$ cat config.mk
export PLATFORM = sky130hd
export DESIGN_NAME = tlk2711_rd_arb
export DESIGN_NICKNAME = d
export VERILOG_FILES = /design/src/rtl/tlk2711_rd_arb.sv
export SDC_FILE = /design/constraint.sdc
export NUM_CORES = 1
export LEC_CHECK = 0
export ABC_CLOCK_PERIOD_IN_PS = 3900
export CAP_MARGIN = 30
export CORE_AREA = 10 10 181 183
export CTS_CLUSTER_DIAMETER = 60
export DETAILED_ROUTE_END_ITERATION = 6
export DIE_AREA = 0 0 191 193
export SYNTH_ARGS = -nofsm -noshare
export SYNTH_HDL_FRONTEND = slang
export SYNTH_SLANG_ARGS = --single-unit
export TNS_END_PERCENT = 5
$ cat constraint.sdc
create_clock -name clk -period 3.9 [get_ports clk]
set_input_delay 0.39 -clock clk [delete_from_list [all_inputs] [get_ports clk]]
set_output_delay 0.39 -clock clk [all_outputs]
set_load 0.02 [all_outputs]
$ cat src/rtl/tlk2711_rd_arb.sv
// Round-robin arbiter sharing one DMA read-command port among NUM_CH channels,
// with an in-order tag FIFO that routes each returned burst back to its issuer.
module tlk2711_rd_arb #(
    parameter int NUM_CH     = 4,
    parameter int ADDR_WIDTH = 48,
    parameter int DLEN_WIDTH = 16,
    parameter int DATA_WIDTH = 64,
    parameter int TAG_DEPTH  = 8,
    localparam int CW = DLEN_WIDTH + ADDR_WIDTH,
    localparam int IW = (NUM_CH > 1) ? $clog2(NUM_CH) : 1,
    localparam int OW = $clog2(TAG_DEPTH) + 1
) (
    input  logic                     clk,
    input  logic                     rst,
    input  logic                     i_soft_rst,
    input  logic [NUM_CH-1:0]        i_ch_cmd_req,
    input  logic [NUM_CH*CW-1:0]     i_ch_cmd_data,
    output logic [NUM_CH-1:0]        o_ch_cmd_ack,
    output logic                     o_rd_cmd_req,
    output logic [CW-1:0]            o_rd_cmd_data,
    input  logic                     i_rd_cmd_ack,
    input  logic                     i_dma_rd_valid,
    input  logic                     i_dma_rd_last,
    input  logic [DATA_WIDTH-1:0]    i_dma_rd_data,
    output logic                     o_dma_rd_ready,
    output logic [NUM_CH-1:0]        o_ch_rd_valid,
    output logic [NUM_CH-1:0]        o_ch_rd_last,
    output logic [DATA_WIDTH-1:0]    o_ch_rd_data,
    input  logic [NUM_CH-1:0]        i_ch_rd_ready,
    output logic [OW-1:0]            o_outstanding,
    output logic [IW-1:0]            o_grant_id,
    output logic                     o_orphan_err
);

    localparam int PW = $clog2(TAG_DEPTH);

    typedef enum logic [1:0] {S_IDLE, S_REQ, S_GAP} state_t;

    state_t          state, state_nxt;
    logic [IW-1:0]   rr_ptr;
    logic [IW-1:0]   sel_id;
    logic            sel_valid;
    logic [IW-1:0]   idx;
    logic            grant_load;
    logic            push;
    logic            pop;
    logic [IW-1:0]   tag_mem [TAG_DEPTH];
    logic [PW-1:0]   wr_ptr, rd_ptr;
    logic [OW-1:0]   count;
    logic            fifo_full, fifo_empty;
    logic [IW-1:0]   head;
    logic [CW-1:0]   ch_cmd [NUM_CH];

    assign fifo_full     = (count == OW'(TAG_DEPTH));
    assign fifo_empty    = (count == '0);
    assign head          = tag_mem[rd_ptr];
    assign o_outstanding = count;
    assign o_ch_rd_data  = i_dma_rd_data;

    always_comb begin
        for (int k = 0; k < NUM_CH; k++)
            ch_cmd[k] = i_ch_cmd_data[k*CW +: CW];
    end

    // First requester at or after rr_ptr, scanning upward modulo NUM_CH.
    always_comb begin
        // NOTE: every combinational output gets a default first so no path infers a latch.
        sel_valid = 1'b0;
        sel_id    = '0;
        idx       = '0;
        for (int i = 0; i < NUM_CH; i++) begin
            idx = IW'((int'(rr_ptr) + i) % NUM_CH);
            if (!sel_valid && i_ch_cmd_req[idx]) begin
                sel_valid = 1'b1;
                sel_id    = idx;
            end
        end
    end

    always_comb begin
        state_nxt    = state;
        grant_load   = 1'b0;
        push         = 1'b0;
        o_ch_cmd_ack = '0;
        unique case (state)
            S_IDLE: if (sel_valid && !fifo_full) begin
                grant_load = 1'b1;
                state_nxt  = S_REQ;
            end
            S_REQ: if (i_rd_cmd_ack) begin
                push                     = 1'b1;
                o_ch_cmd_ack[o_grant_id] = 1'b1;
                state_nxt                = S_GAP;
            end
            S_GAP:   state_nxt = S_IDLE;
            default: state_nxt = S_IDLE;
        endcase
    end

    // Return-data routing follows the oldest outstanding tag.
    always_comb begin
        o_ch_rd_valid  = '0;
        o_ch_rd_last   = '0;
        o_dma_rd_ready = 1'b0;
        if (!fifo_empty) begin
            o_ch_rd_valid[head] = i_dma_rd_valid;
            o_ch_rd_last[head]  = i_dma_rd_last;
            o_dma_rd_ready      = i_ch_rd_ready[head];
        end
    end

    assign pop = i_dma_rd_valid & o_dma_rd_ready & i_dma_rd_last;

    // NOTE: sequential state uses non-blocking assignments so every register samples pre-edge values.
    always_ff @(posedge clk) begin
        if (rst || i_soft_rst) begin
            state         <= S_IDLE;
            rr_ptr        <= '0;
            o_grant_id    <= '0;
            o_rd_cmd_req  <= 1'b0;
            o_rd_cmd_data <= '0;
            wr_ptr        <= '0;
            rd_ptr        <= '0;
            count         <= '0;
            o_orphan_err  <= 1'b0;
        end else begin
            state <= state_nxt;
            if (grant_load) begin
                o_rd_cmd_req  <= 1'b1;
                o_rd_cmd_data <= ch_cmd[sel_id];
                o_grant_id    <= sel_id;
            end else if (push) begin
                o_rd_cmd_req <= 1'b0;
            end
            if (push) begin
                rr_ptr <= (o_grant_id == IW'(NUM_CH - 1)) ? '0 : o_grant_id + IW'(1);
                wr_ptr <= wr_ptr + PW'(1);
            end
            if (pop)
                rd_ptr <= rd_ptr + PW'(1);
            case ({push, pop})
                2'b10:   count <= count + OW'(1);
                2'b01:   count <= count - OW'(1);
                default: count <= count;
            endcase
            if (fifo_empty && i_dma_rd_valid)
                o_orphan_err <= 1'b1;
        end
    end

    // NOTE: tag storage is not reset; the pointers and count alone decide which entries are live.
    always_ff @(posedge clk) begin
        if (push)
            tag_mem[wr_ptr] <= o_grant_id;
    end

endmodule

==> results.cfg, run 1 <==
[global_route]
track_usage_pct = 11.81
antenna_found_initial = 0
grt_pass1_wl_mm = 33.62
first_global_vias = 5782
grt_overflow = 0
grt_max_degree = 80

[logic_synthesis]
synth_area_leader_cell = dfxtp_1
synth-edff-count = 16
syn_area_mm2 = 0.005898
synth.avg_cell_area_um2 = 9.930
synth_cell_types = 46
async_flop_share_pct = 0
syn_nets = 937
ys_warn_count = 0
synth.top_cell.area_share_pct = 28.85
netlist_instances = 594
yosys-top-cells-count = mux2i_1 (129), dfxtp_1 (85), a21o_1 (64), buf_4 (64), o22ai_1 (64)
ys_top_cells_by_area = dfxtp_1 (29%), mux2i_1 (22%), a21o_1 (8.1%)
yosysMostFrequentCell = mux2i_1
ys_seq_elements = 101
ys_seq_area_share_pct = 37.00
synth-main-ff-cell = dfxtp_1

[route]
vias_per_cell = 4.249
drt-total-wl_mm = 23.22
ant_nets = 0
wl_per_cell_um = 18.41
dr.pass1.iters = 5
drc = 0
vias = 5358
first_iter_violations = 177

[die]
io_pins = 483
die_w_um = 191
die-area_mm2 = 0.03686
die_h_um = 193
rows = 63
start_util_pct = 20.17
core_region_area_mm2 = 0.02924

[layout]
syn_to_final_growth_pct = 64.98
drive_gt1_share_pct = 4.592
antenna_cells = 0
fin_util_pct = 33.27
num-nets-final = 1209

[setup_path]
cp.required_ns = 4.19
cp-start-kind = flop
critPathMaxFanout = 6
crit_path_end_kind = flop
critPathArrivalTime_ns = 3.76
critPathKind = reg2reg

[sta]
clock_skew_ns = 0.01501
fmaxAchievable_ghz = 0.2884
fin_crit_sh_pct = 88.92
tns_ns = 0
grt_setup_unrepaired = false
setup_ws_ns = 0.4322
hold_ws_ns = 0.4514
hold_viol_final = 0
tightest_slew_ns = 0.6935
drv_slew = 0
setup_viol = 0
slew_headroom_pct = 53.77
min_period_ns = 3.468

[clock_tree]
cts_made_buffers = 9
path_clk_slew_ns = 0.09
cts_buffer_depth = 2
cts_resized = 0
hold_buffers = 0
cts_sinks = 101
cts-root-buf = clkbuf_16
cts_setup_buffers = 0
clk_latency_ns = 0.36
cts_tree = done
htree_levels = 3

[run_status]
outcome = finished clean

[placed_design]
dpl.hpwl_mm = 18.89
port_buffers = 354
place_congestion = 0.7772
place_ws_ns = 0.4504

[pwr]
power.density_mw_per_mm2 = 286.3
p_leak_nw = 3.886
ir_drop_v = 0.0001935

[run]
drv_cap = 0

[hold_path]
hp-class = reg2reg
-- cell usage in the layout (no fill, tap or decap), drive strengths merged, types with 4 or more instances in the layout --
| master | count |
|---|---|
| nand2 | 14 |
| inv | 12 |
| ha | 9 |
| clkdlybuf4s50 | 354 |
| and2 | 5 |
| a21oi | 14 |
| mux2 | 5 |
| o21ai | 5 |
| buf | 9 |
| clkbuf | 9 |
| edfxtp | 16 |
| xor2 | 5 |
| dfxtp | 85 |
| a21o | 64 |
| o22ai | 64 |
| nand2b | 4 |
| mux4 | 4 |
| nor3 | 6 |
| nor2 | 31 |
| clkinv | 5 |
| mux2i | 129 |
-- final timing paths --
path	start	to	slack (ns)	cells past startpoint
worst max-delay path	flop	o_outstanding[2]	0.43	12
worst min register to register	o_rd_cmd_data[57]	o_rd_cmd_data[57]	0.45	1
worst max register to register	flop	o_outstanding[2]	0.43	12
worst min-delay path	o_rd_cmd_data[57]	o_rd_cmd_data[57]	0.45	1
-- per-layer routing --
layer  global-route usage, %  vias to the layer above  share of wire [%]
met5                       0                        -                  0
li1                        -                     2654                  -
met3                   5.432                       22                9.3
met1                   12.25                     2462                 38
met4                   3.240                        0                1.5
met2                   21.07                      220                 51
-- critical path, stage by stage (launching register included) --
cell     delay (ns)
dfxtp_1        0.50
mux2_1         0.36
mux4_2         0.52
mux4_2         0.49
nand4_4        0.16
inv_1          0.08
ha_1           0.24
xor2_1         0.16
ha_1           0.19
a21oi_1        0.17
xor2_1         0.10
or3_1          0.31
a21oi_1        0.13
-- registers in the layout, indices dropped and copies added (netlist names), named ones only --
name and cells:
state 2, rd_ptr 3, rr_ptr 2, o_rd_cmd_req 1
o_grant_id 2, wr_ptr 3, o_rd_cmd_data 64, o_orphan_err 1
tag_mem 16, o_outstanding 4
-- power by group --
group	total [mW]	leakage, nW	switching, mW	internal (mW)
Clock	0.949	0.152	0.485	0.464
Sequential	1.13	0.833	0.0273	1.10
Combinational	0.707	2.90	0.273	0.435
Total	2.79	3.89	0.785	2.00
-- through the flow --
step | std cells | instance area [µm²] | total power [mW]
final | 1261 | 9731 | 2.786
after global routing | 1261 | 9731 | 2.934
after CTS | 1261 | 9731 | 2.858
after detailed placement | 1245 | 9414 | 1.872
after global placement | 1245 | 9414 | 1.867
after floorplan | 594 | 5898 | 1.528
-- cell type report --
cell class                      count  area (µm²)
Clock buffer                        9       225.2
Sequential cell                   101        2182
Tap cell                          390       488.0
Multi-Input combinational cell    381        3070
Inverter                           10       37.54
Fill cell                        2973       19510
Timing Repair Buffer              363        3636
Clock inverter                      7       91.34
-- kinds of logic (layout without fill, tap and decap cells) --
kind of cell    after synthesis  in the layout  synth area share [%]
simple gates                 75             75                 6.407
mux                         138            138                 24.56
buf+inv                     112            389                 11.35
flops                       101            101                 37.00
xor+xnor                      7              7                 1.167
fa+ha+maj                     9              9                 1.909
compound gates              152            152                 17.61
(Power assumes the default switching activity.)
==> run 2, diff against run 1 <==
--- a/config.mk
+++ b/config.mk
@@ -9,8 +9,10 @@
 export CAP_MARGIN = 30
 export CORE_AREA = 10 10 181 183
 export CTS_CLUSTER_DIAMETER = 60
+export CTS_CLUSTER_SIZE = 25
 export DETAILED_ROUTE_END_ITERATION = 6
 export DIE_AREA = 0 0 191 193
+export HOLD_SLACK_MARGIN = 0.1
 export SYNTH_ARGS = -nofsm -noshare
 export SYNTH_HDL_FRONTEND = slang
 export SYNTH_SLANG_ARGS = --single-unit
==> results of run 2 <==
No change in the layout: final DEF, timing and power equal those of run 1.
==> run 3, diff against run 2 <==
--- a/config.mk
+++ b/config.mk
@@ -12,7 +12,6 @@
 export CTS_CLUSTER_SIZE = 25
 export DETAILED_ROUTE_END_ITERATION = 6
 export DIE_AREA = 0 0 191 193
-export HOLD_SLACK_MARGIN = 0.1
 export SYNTH_ARGS = -nofsm -noshare
 export SYNTH_HDL_FRONTEND = slang
 export SYNTH_SLANG_ARGS = --single-unit
==> results of run 3 <==
No change in the layout: final DEF, timing and power equal those of run 1.
